**src/rtl/control_pkg.sv**
```systemverilog
// Shared state encoding, ALU opcodes and select codes for the
// ARM data-path control unit.
package control_pkg;

  typedef enum logic [4:0] {
    S_RESET   = 5'd0,
    S_FETCH0  = 5'd1,
    S_FETCH1  = 5'd2,
    S_FETCH2  = 5'd3,
    S_DECODE  = 5'd4,
    S_DP      = 5'd5,
    S_MEMADDR = 5'd6,
    S_ST0     = 5'd7,
    S_ST1     = 5'd8,
    S_LD0     = 5'd9,
    S_LD1     = 5'd10,
    S_LINK    = 5'd11,
    S_BR      = 5'd12,
    S_FAULT   = 5'd13
  } state_t;

  localparam logic [3:0] ALU_ADD = 4'b0100;
  localparam logic [3:0] ALU_SUB = 4'b0010;
  localparam logic [3:0] ALU_MOV = 4'b1101;

  localparam logic SALU_ALUA = 1'b0;
  localparam logic SALU_IR   = 1'b1;

  localparam logic [1:0] SALUB_MDR   = 2'd0;
  localparam logic [1:0] SALUB_K4    = 2'd1;
  localparam logic [1:0] SALUB_BREXT = 2'd2;
  localparam logic [1:0] SALUB_SHF   = 2'd3;

  localparam logic [1:0] SRA_RN  = 2'd0;
  localparam logic [1:0] SRA_R15 = 2'd1;

  localparam logic [1:0] SRB_RN  = 2'd0;
  localparam logic [1:0] SRB_R15 = 2'd1;
  localparam logic [1:0] SRB_RD  = 2'd2;
  localparam logic [1:0] SRB_RM  = 2'd3;

  localparam logic [1:0] WRA_RD  = 2'd0;
  localparam logic [1:0] WRA_R15 = 2'd1;
  localparam logic [1:0] WRA_R14 = 2'd2;

  localparam logic SSOP_IMM = 1'b0;
  localparam logic SSOP_REG = 1'b1;
  localparam logic SMA_ALU  = 1'b0;
  localparam logic SMA_MEM  = 1'b1;
  localparam logic RW_WR    = 1'b0;
  localparam logic RW_RD    = 1'b1;

  localparam logic [1:0] DSS_WORD = 2'd0;
  localparam logic [1:0] DSS_IR   = 2'd1;
  localparam logic [1:0] SISE_DP  = 2'd0;
  localparam logic [1:0] SISE_MEM = 2'd1;

  function automatic logic cond_pass(
    input logic [3:0] cond,
    input logic [3:0] flags
  );
    logic n, z, c, v;
    {n, z, c, v} = flags;
    unique case (cond)
      4'h0: return z;
      4'h1: return !z;
      4'h2: return c;
      4'h3: return !c;
      4'h4: return n;
      4'h5: return !n;
      4'h6: return v;
      4'h7: return !v;
      4'h8: return c && !z;
      4'h9: return !c || z;
      4'ha: return n == v;
      4'hb: return n != v;
      4'hc: return !z && (n == v);
      4'hd: return z || (n != v);
      4'he: return 1'b1;
      4'hf: return 1'b0;
    endcase
  endfunction

endpackage

```
**src/rtl/condition_tester.sv**
```systemverilog
// Combinational ARM condition-code check of IR[31:28]
// against the NZCV flags.
module condition_tester
  import control_pkg::*;
(
  input  logic [3:0] i_cond,
  input  logic [3:0] i_flags,
  output logic       o_pass
);

  assign o_pass = cond_pass(i_cond, i_flags);

endmodule

```
**src/rtl/control_unit.sv**
```systemverilog
// Control FSM for the ARM data path: fetch, decode, DP,
// LDR/STR, B/BL, plus a memory-handshake timeout.
module control_unit
  import control_pkg::*;
#(
  parameter int MEM_TIMEOUT = 15,
  parameter int TO_W        = 4
) (
  input  logic        CLK,
  input  logic        CLR,
  input  logic [31:0] IR,
  input  logic        MFC,
  input  logic [3:0]  Flags,
  output logic        MFA,
  output logic        RW_RAM,
  output logic        SALU,
  output logic        RF_RW,
  output logic        SSAB,
  output logic        SSOP,
  output logic        SMA,
  output logic        STA,
  output logic        MAR_EN,
  output logic        SR_EN,
  output logic        MDR_EN,
  output logic        IR_EN,
  output logic        SHT_EN,
  output logic        ISE_EN,
  output logic        SGN_EN,
  output logic [1:0]  DSS,
  output logic [1:0]  WRA,
  output logic [1:0]  SRA,
  output logic [1:0]  SRB,
  output logic [1:0]  SISE,
  output logic [1:0]  SALUB,
  output logic [3:0]  ALUA,
  output logic        DP_CLR,
  output logic        FAULT,
  output logic [4:0]  STATE
);

  state_t          r_state;
  state_t          w_next;
  logic [TO_W-1:0] r_cnt;
  logic            w_pass;
  logic            w_wait;
  logic            w_expire;
  logic            w_unused_ir;

  condition_tester u_cond (
    .i_cond  (IR[31:28]),
    .i_flags (Flags),
    .o_pass  (w_pass)
  );

  assign w_unused_ir = ^IR[19:0];

  assign w_wait = (r_state == S_FETCH2) ||
                  (r_state == S_ST1) ||
                  (r_state == S_LD0);

  // r_cnt holds prior idle wait cycles; this one is the last allowed
  assign w_expire = w_wait && !MFC &&
                    (r_cnt == TO_W'(MEM_TIMEOUT - 1));

  assign STATE = r_state;

  always_ff @(posedge CLK or negedge CLR) begin
    if (!CLR) r_state <= S_RESET;
    else      r_state <= w_next;
  end

  // wait states are never adjacent, so clearing outside them
  // amounts to clearing on entry
  always_ff @(posedge CLK or negedge CLR) begin
    if (!CLR)        r_cnt <= '0;
    else if (!w_wait) r_cnt <= '0;
    else if (!MFC)   r_cnt <= r_cnt + TO_W'(1);
  end

  always_comb begin
    w_next = r_state;
    unique case (r_state)
      S_RESET:  w_next = S_FETCH0;
      S_FETCH0: w_next = S_FETCH1;
      S_FETCH1: w_next = S_FETCH2;
      S_FETCH2: begin
        if (MFC)           w_next = S_DECODE;
        else if (w_expire) w_next = S_FAULT;
      end
      S_DECODE: begin
        w_next = S_FETCH0;
        if (w_pass) begin
          unique case (1'b1)
            (IR[27:26] == 2'b00):
              w_next = S_DP;
            (IR[27:25] == 3'b010):
              w_next = S_MEMADDR;
            (IR[27:25] == 3'b101):
              w_next = IR[24] ? S_LINK : S_BR;
            default: w_next = S_FETCH0;
          endcase
        end
      end
      S_DP:      w_next = S_FETCH0;
      S_MEMADDR: w_next = IR[20] ? S_LD0 : S_ST0;
      S_ST0:     w_next = S_ST1;
      S_ST1: begin
        if (MFC)           w_next = S_FETCH0;
        else if (w_expire) w_next = S_FAULT;
      end
      S_LD0: begin
        if (MFC)           w_next = S_LD1;
        else if (w_expire) w_next = S_FAULT;
      end
      S_LD1:   w_next = S_FETCH0;
      S_LINK:  w_next = S_BR;
      S_BR:    w_next = S_FETCH0;
      S_FAULT: w_next = S_FAULT;
      default: w_next = S_RESET;
    endcase
  end

  always_comb begin
    MFA    = 1'b0;
    RW_RAM = RW_WR;
    SALU   = SALU_ALUA;
    RF_RW  = 1'b0;
    SSAB   = 1'b0;
    SSOP   = SSOP_IMM;
    SMA    = SMA_ALU;
    STA    = 1'b0;
    MAR_EN = 1'b0;
    SR_EN  = 1'b0;
    MDR_EN = 1'b0;
    IR_EN  = 1'b0;
    SHT_EN = 1'b0;
    ISE_EN = 1'b0;
    SGN_EN = 1'b0;
    DSS    = DSS_WORD;
    WRA    = WRA_RD;
    SRA    = SRA_RN;
    SRB    = SRB_RN;
    SISE   = SISE_DP;
    SALUB  = SALUB_MDR;
    ALUA   = 4'b0000;
    DP_CLR = 1'b0;
    FAULT  = 1'b0;
    unique case (r_state)
      S_RESET: DP_CLR = 1'b1;
      S_FETCH0: begin
        ALUA   = ALU_MOV;
        SALUB  = SALUB_SHF;
        SSOP   = SSOP_REG;
        SRB    = SRB_R15;
        MAR_EN = 1'b1;
      end
      S_FETCH1: begin
        SRA    = SRA_R15;
        SALUB  = SALUB_K4;
        ALUA   = ALU_ADD;
        WRA    = WRA_R15;
        RF_RW  = 1'b1;
        MFA    = 1'b1;
        RW_RAM = RW_RD;
      end
      S_FETCH2: begin
        MFA    = 1'b1;
        RW_RAM = RW_RD;
        IR_EN  = 1'b1;
      end
      S_DP: begin
        SALU   = SALU_IR;
        SRB    = SRB_RM;
        SHT_EN = 1'b1;
        if (IR[25]) ISE_EN = 1'b1;
        else        SSOP   = SSOP_REG;
        // compare/test opcodes only update flags
        RF_RW  = (IR[24:23] != 2'b10);
        SR_EN  = IR[20];
      end
      S_MEMADDR: begin
        SALUB  = SALUB_SHF;
        ISE_EN = 1'b1;
        SISE   = SISE_MEM;
        MAR_EN = 1'b1;
        ALUA   = IR[23] ? ALU_ADD : ALU_SUB;
      end
      S_ST0: begin
        SRB    = SRB_RD;
        ALUA   = ALU_MOV;
        SALUB  = SALUB_SHF;
        SSOP   = SSOP_REG;
        MDR_EN = 1'b1;
      end
      S_ST1: begin
        MFA = 1'b1;
        DSS = DSS_IR;
      end
      S_LD0: begin
        MFA    = 1'b1;
        RW_RAM = RW_RD;
        DSS    = DSS_IR;
        SMA    = SMA_MEM;
        SGN_EN = 1'b1;
        MDR_EN = 1'b1;
      end
      S_LD1: begin
        ALUA  = ALU_MOV;
        RF_RW = 1'b1;
      end
      S_LINK: begin
        SRB   = SRB_R15;
        SALUB = SALUB_SHF;
        SSOP  = SSOP_REG;
        ALUA  = ALU_MOV;
        WRA   = WRA_R14;
        RF_RW = 1'b1;
      end
      S_BR: begin
        SRA   = SRA_R15;
        SALUB = SALUB_BREXT;
        ALUA  = ALU_ADD;
        WRA   = WRA_R15;
        RF_RW = 1'b1;
      end
      S_FAULT: FAULT = 1'b1;
      default: ;
    endcase
  end

endmodule

```
**config.mk**
```make
export PLATFORM = sky130hd
export DESIGN_NAME = control_unit
export DESIGN_NICKNAME = d
export VERILOG_FILES = /design/src/rtl/control_pkg.sv /design/src/rtl/condition_tester.sv /design/src/rtl/control_unit.sv
export SDC_FILE = /design/constraint.sdc
export NUM_CORES = 1
export LEC_CHECK = 0
export ABC_AREA = 0
export CAP_MARGIN = 0
export CORE_UTILIZATION = 35
export CTS_BUF_LIST = sky130_fd_sc_hd__clkbuf_8 sky130_fd_sc_hd__clkbuf_16
export DETAILED_ROUTE_END_ITERATION = 10
export GPL_TIMING_DRIVEN = 0
export HOLD_SLACK_MARGIN = 0.08
export PLACE_DENSITY = 0.81
export SETUP_SLACK_MARGIN = 0.1
export SKIP_LAST_GASP = 1
export SYNTH_ARGS = -nofsm -noshare
export SYNTH_HDL_FRONTEND = slang
export SYNTH_SLANG_ARGS = --single-unit
```
**constraint.sdc**
```tcl
create_clock -name CLK -period 1.4 [get_ports CLK]
set_input_delay 0.14 -clock CLK [delete_from_list [all_inputs] [get_ports CLK]]
set_output_delay 0.14 -clock CLK [all_outputs]
set_load 0.005 [all_outputs]
```
==> results of run 1 <==
[registers in the layout, indices dropped and copies added, names as in the netlist]
signal and cells:
STATE 5, r_cnt 4
[stage by stage]
step                      setup TNS, ns  instance area [um^2]  hold slack [ns]  instances
after CTS                         -7.94                  2450            0.199        335
after floorplan                  -0.188                  1490           -0.156        202
after global routing             -11.52                  2650            0.231        345
after global placement           -13.79                  2020            0.448        297
after detailed placement         -14.01                  2020            0.449        297
final                             -9.98                  2650            0.202        345
[worst max-delay path by stage]
| stage | to | slack [ns] | from |
|---|---|---|---|
| after floorplan | STATE[0]$_DFF_PN0_ | -0.10 | r_cnt[0]$_DFFE_PN0P_ |
| after global placement | ALUA[3] | -0.62 | STATE[4]$_DFF_PN0_ |
| after detailed placement | ALUA[3] | -0.65 | STATE[4]$_DFF_PN0_ |
| after CTS | SALUB[1] | -0.38 | STATE[3]$_DFF_PN0_ |
| after global routing | RF_RW | -0.52 | STATE[3]$_DFF_PN0_ |
| final | RF_RW | -0.46 | STATE[3]$_DFF_PN0_ |
[worst max-delay path, delay by kind of cell, from the launching register on]
family                 cells  cell delay [ns]
buffers and inverters      4             0.56
and+or+nand+nor            2             0.23
AOI/OAI and AO/OA          3             0.31
DFF                        1             0.39
[what timing repair did]
action | in CTS | in global routing
hold buffers | 0 | 0
setup endpoints to repair | 34 | 38
pin swaps | 29 | 17
buffers inserted | 34 | 12
endpoints found under the hold margin | 0 | 0
resized for setup | 171 | 44
[power groups by stage]
stage	registers, mW	logic (mW)	clock network, mW
after floorplan	0.338	1.04	0
after global placement	0.343	1.59	0
after detailed placement	0.345	1.60	0
after CTS	0.327	2.13	0.297
after global routing	0.334	2.63	0.335
final	0.333	2.52	0.309
[area by class of cell]
cell class	count	area (um^2)	area share, %
inverters	6	25.0	0.945
multi-input cells	164	1330	50.1
clock buffers	3	41.3	1.56
repair buffers	91	741	28.0
plain buffers	23	221	8.36
flip-flops and latches	9	228	8.60
well taps	48	60.1	2.27
clock inverters	1	3.75	0.142
[logic make-up (layout without fill, tap and decap cells)]
kind of cell,after synthesis,count (layout),synth area share (%)
buffers and inverters,29,124,11.9
other,1,6,0.275
xor gates and xnor gates,6,6,4.41
and+or+nand+nor,92,92,36.6
DFF,9,9,16.5
muxes,2,2,1.56
adders and majority gates,2,2,1.84
AOI/OAI and AO/OA,56,56,26.8
[synthesized netlist by cell type, drive strengths merged, types with 2 or more instances]
cell type / number / area [um^2]
a21o: 2 / 15.0
nor3: 10 / 55.1
o21a: 2 / 15.0
buf: 19 / 125
o21ai: 11 / 55.1
a222oi: 2 / 20.0
and3b: 2 / 17.5
nor4b: 2 / 17.5
nand4b: 2 / 17.5
nand2b: 8 / 52.6
a211oi: 3 / 22.5
xor2: 2 / 17.5
o2111ai: 2 / 17.5
nand3b: 3 / 22.5
and2b: 2 / 15.0
nand2: 12 / 45.0
o21bai: 2 / 15.0
ha: 2 / 25.0
nor3b: 4 / 30.0
nand3: 7 / 35.0
dfrtp: 9 / 225
xnor2: 4 / 42.6
and2: 3 / 18.8
a21oi: 20 / 100
nor2b: 7 / 43.8
clkbuf: 4 / 15.0
nor2: 26 / 97.6
o211ai: 3 / 22.5
inv: 6 / 22.5
[routing by layer]
layer	global-route usage (%)	vias up	share of wire, %
li1	-	890	-
met1	30.0	937	38
met2	48.4	153	49
met3	5.18	41	7.9
met4	13.9	0	5.6
met5	0	-	0
==> flow_summary.json, run 1 <==
{
  "dieArea_um2": 4140,
  "skew_ns": 0.0121,
  "cts_tree": "yes",
  "required_ns": 1.26,
  "nets": 339,
  "wl_per_cell_um": 18.6,
  "cp_slowest_stage_delay_ns": 0.39,
  "grt_first_pass_wirelength_um": 8800,
  "switching_share_pct": 44.8,
  "ys_seq_elements": 9,
  "h-tree-depth": 1,
  "hold_class": "input port to async pin",
  "drive_above_1_share_pct": 56.6,
  "routed_via_density": 5.86,
  "vias": 2021,
  "crit_chain": "buf_6 -> buf_6 -> buf_4 -> nor2b_4 -> o21ai_1 -> a21oi_1 -> a21oi_1 -> nor2_1 -> buf_2",
  "yosys_warnings": 0,
  "die_width_um": 64.4,
  "drt_pre_antenna_iters": 5,
  "insertion_delay_ns": 0.24,
  "p_int_mw": 1.75,
  "gp_congestion": 0.897,
  "start_kind": "flip-flop",
  "critPathCaptureType": "output port",
  "syn_avg_cell_area_um2": 6.91,
  "seq_area_frac_synth_pct": 16.5,
  "drtIter0Drc": 222,
  "path_class": "flip-flop to output port",
  "ys_types": 53,
  "start_util_pct": 36.9,
  "maxCapViolations": 0,
  "post-route-drc-count": 0,
  "netlist_area_um2": 1360,
  "synthToLayoutAreaGrowth_pct": 94.5,
  "p_per_area_nw_per_um2": 1200,
  "timing.rr.start": "STATE[1]$_DFF_PN0_",
  "antennaDiodeCount": 0,
  "fin_ws_ns": -0.459,
  "pwr-share-comb_pct": 79.7,
  "cts_root_buf": "clkbuf_8",
  "rsz0062_at_grt": "true",
  "coreArea_um2": 3690,
  "row_count": 22,
  "antenna_found_initial": 0,
  "slew_violations": 0,
  "grt_max_degree": 11,
  "ir_drop_uv": 703,
  "cts_sinks": 9,
  "finalWirelength_um": 6430,
  "status": "complete, but fails checks",
  "globalRouteOverflowTotal": 0,
  "pin_count": 77,
  "antenna_left": 0,
  "worstPathArrival_ns": 1.72,
  "clkTransAtPathRegs_ns": 0.06,
  "grt_usage_pct": 27.1,
  "cts_buffer_depth": 2,
  "reg2reg_depth": 7,
  "reg2reg_to": "STATE[0]$_DFF_PN0_",
  "synth_flop_cell": "dfrtp_1",
  "worst_path_max_delay_cell": "dfrtp_1",
  "violations": "negative setup slack",
  "dp.final_hpwl_um": 3010,
  "syn_inst": 197,
  "total_power_mw": 3.17,
  "die_h_um": 64.4,
  "p_seq_share_pct": 10.5,
  "crit_fanout": 5,
  "switching_power_mw": 1.42,
  "port_buffers": 47,
  "leakagePower_nw": 1.24,
  "setup_violations": 32,
  "timing.final.crit_share_pct": 133,
  "pwr-share-clk_pct": 9.8,
  "synth_edf_count": 0,
  "synthArstFlopShare_pct": 100,
  "layout_commonest_cell": "buf_4",
  "fmax_ghz": 0.538,
  "pre_cts_ws_ns": -0.649,
  "grt_pass1_vias": 1878,
  "fin_crit_ns": 1.86,
  "fill_cells": 257,
  "cts-buffers-inserted": 3,
  "layout_common_cells": "buf_4 (37), buf_2 (26), buf_6 (25)",
  "fin_util_pct": 71.8,
  "r2r_setup_slack_ns": -0.45,
  "hold_violations": 0
}
Note: power is estimated with default switching activity, not from simulation.
==> run 2: changes to the inputs <==
- ABC_CLOCK_PERIOD_IN_PS: unset -> 1400
- SKIP_CTS_REPAIR_TIMING: unset -> 1
==> flow_summary.json, run 2 (synthesized netlist as in run 1, its figures left out) <==
{
  "start_util_pct": 36.9,
  "drtIter0Drc": 113,
  "pin_count": 77,
  "fin_crit_ns": 1.85,
  "cts_tree": "yes",
  "antenna_found_initial": 0,
  "cp_slowest_stage_delay_ns": 0.39,
  "p_int_mw": 1.62,
  "worst_path_most_repeated_cell": "a21oi_1",
  "critPathBufInv": 4,
  "grt_usage_pct": 18.7,
  "crit_fanout": 7,
  "fin_setup_tns_ns": -9.63,
  "critPathCaptureType": "output port",
  "largest_register_ffs": 5,
  "leakagePower_nw": 1.27,
  "h-tree-depth": 1,
  "cts_root_buf": "clkbuf_8",
  "worst_path_max_delay_cell": "dfrtp_1",
  "die_h_um": 64.4,
  "layout_commonest_cell": "buf_4",
  "globalRouteOverflowTotal": 0,
  "hold_violations": 0,
  "cts-buffers-inserted": 3,
  "gp_congestion": 0.897,
  "layout_common_cells": "buf_4 (40), nor2_1 (21), buf_2 (15), clkdlybuf4s50_1 (15), buf_6 (14)",
  "skew_ns": 0.00542,
  "p_per_area_nw_per_um2": 1140,
  "fmax_ghz": 0.540,
  "switching_power_mw": 1.25,
  "fin_ws_ns": -0.450,
  "required_ns": 1.26,
  "drive_above_1_share_pct": 49.8,
  "coreArea_um2": 3690,
  "crit_chain": "buf_6 -> buf_8 -> buf_4 -> nor2b_2 -> o21ai_1 -> a21oi_1 -> a21oi_1 -> nor2_1 -> buf_2",
  "antennaDiodeCount": 0,
  "routed_via_density": 5.66,
  "port_buffers": 47,
  "grt_pass1_vias": 1394,
  "path_class": "flip-flop to output port",
  "ir_drop_uv": 724,
  "cts_sinks": 9,
  "vias": 1908,
  "pre_cts_ws_ns": -0.649,
  "fill_cells": 292,
  "hold_class": "input port to async pin",
  "regArea_um2": 228,
  "critical-path-top-delay-family": "buffers and inverters",
  "p_seq_share_pct": 12.2,
  "pwr-share-comb_pct": 77.4,
  "violations": "negative setup slack",
  "worstPathArrival_ns": 1.71,
  "pwr-share-clk_pct": 10.4,
  "dp.final_hpwl_um": 3010,
  "synthToLayoutAreaGrowth_pct": 85.7,
  "wl_per_cell_um": 16.3,
  "dieArea_um2": 4140,
  "grt_first_pass_wirelength_um": 6240,
  "start_kind": "flip-flop",
  "drt_pre_antenna_iters": 4,
  "timing.final.crit_share_pct": 132,
  "die_width_um": 64.4,
  "finalWirelength_um": 5510,
  "cts_buffer_depth": 2,
  "insertion_delay_ns": 0.24,
  "post-route-drc-count": 0,
  "hold_ws_ns": 0.207,
  "rsz0062_at_grt": "true",
  "nets": 331,
  "clkTransAtPathRegs_ns": 0.05,
  "slew_violations": 0,
  "switching_share_pct": 43.5,
  "setup_violations": 32,
  "grt_max_degree": 11,
  "maxCapViolations": 0,
  "status": "complete, but fails checks",
  "row_count": 22,
  "antenna_left": 0,
  "multi_input_comb_area_um2": 1270
}
==> run 2: cell type report <==
cell class	instances	area share [%]
Sequential cell	9	9.01
Timing Repair Buffer	83	26.8
Tap cell	48	2.38
Buffer	23	8.86
Inverter	6	1.09
Multi-Input combinational cell	164	50.1
Clock inverter	1	0.149
Clock buffer	3	1.63
==> run 2: per-layer routing <==
metal | vias to the layer above | track usage, % | share of wire (%)
li1 | 875 | - | -
met2 | 121 | 32.0 | 49
met3 | 31 | 3.04 | 8.1
met1 | 881 | 23.5 | 39
met5 | - | 0 | 0
met4 | 0 | 6.39 | 4.2
==> run 2: worst reg2reg max path, stage by stage (launching register included) <==
cell and delay (ns):
dfrtp_1 0.39, buf_6 0.14, buf_4 0.14, buf_4 0.15, nand2b_4 0.08, buf_4 0.11, a21o_1 0.09, o21ai_0 0.11
a222oi_1 0.38, nand2_1 0.10
==> run 2: through the flow <==
| stage | instances | power [mW] | utilization, % | instance area, um^2 |
|---|---|---|---|---|
| CTS | 301 | 2.24 | 56.0 | 2060 |
| finish | 337 | 2.87 | 68.5 | 2530 |
| floorplan | 202 | 1.38 | - | 1490 |
| detailed placement | 297 | 1.94 | 54.7 | 2020 |
| global route | 337 | 3.03 | 68.5 | 2530 |
| global placement | 297 | 1.93 | 54.7 | 2020 |
==> run 2: final timing paths <==
| check | cells after the start | end | start | slack (ns) |
|---|---|---|---|---|
| max in group asynchronous | 1 | STATE[0]$_DFF_PN0_ | CLR | 0.87 |
| worst max-delay path | 9 | RF_RW | STATE[3]$_DFF_PN0_ | -0.45 |
| min in group CLK | 4 | STATE[1]$_DFF_PN0_ | IR[29] | 0.42 |
| worst min register to register | 2 | r_cnt[3]$_DFFE_PN0P_ | r_cnt[3]$_DFFE_PN0P_ | 0.55 |
| worst min-delay path | 1 | r_cnt[3]$_DFFE_PN0P_ | CLR | 0.21 |
| worst max register to register | 9 | STATE[1]$_DFF_PN0_ | STATE[1]$_DFF_PN0_ | -0.42 |
==> run 2: power by group through the flow <==
stage | clock network (mW) | registers, mW | logic, mW
global placement | 0 | 0.343 | 1.59
finish | 0.298 | 0.351 | 2.22
global route | 0.322 | 0.354 | 2.35
floorplan | 0 | 0.338 | 1.04
CTS | 0.297 | 0.342 | 1.60
detailed placement | 0 | 0.345 | 1.60
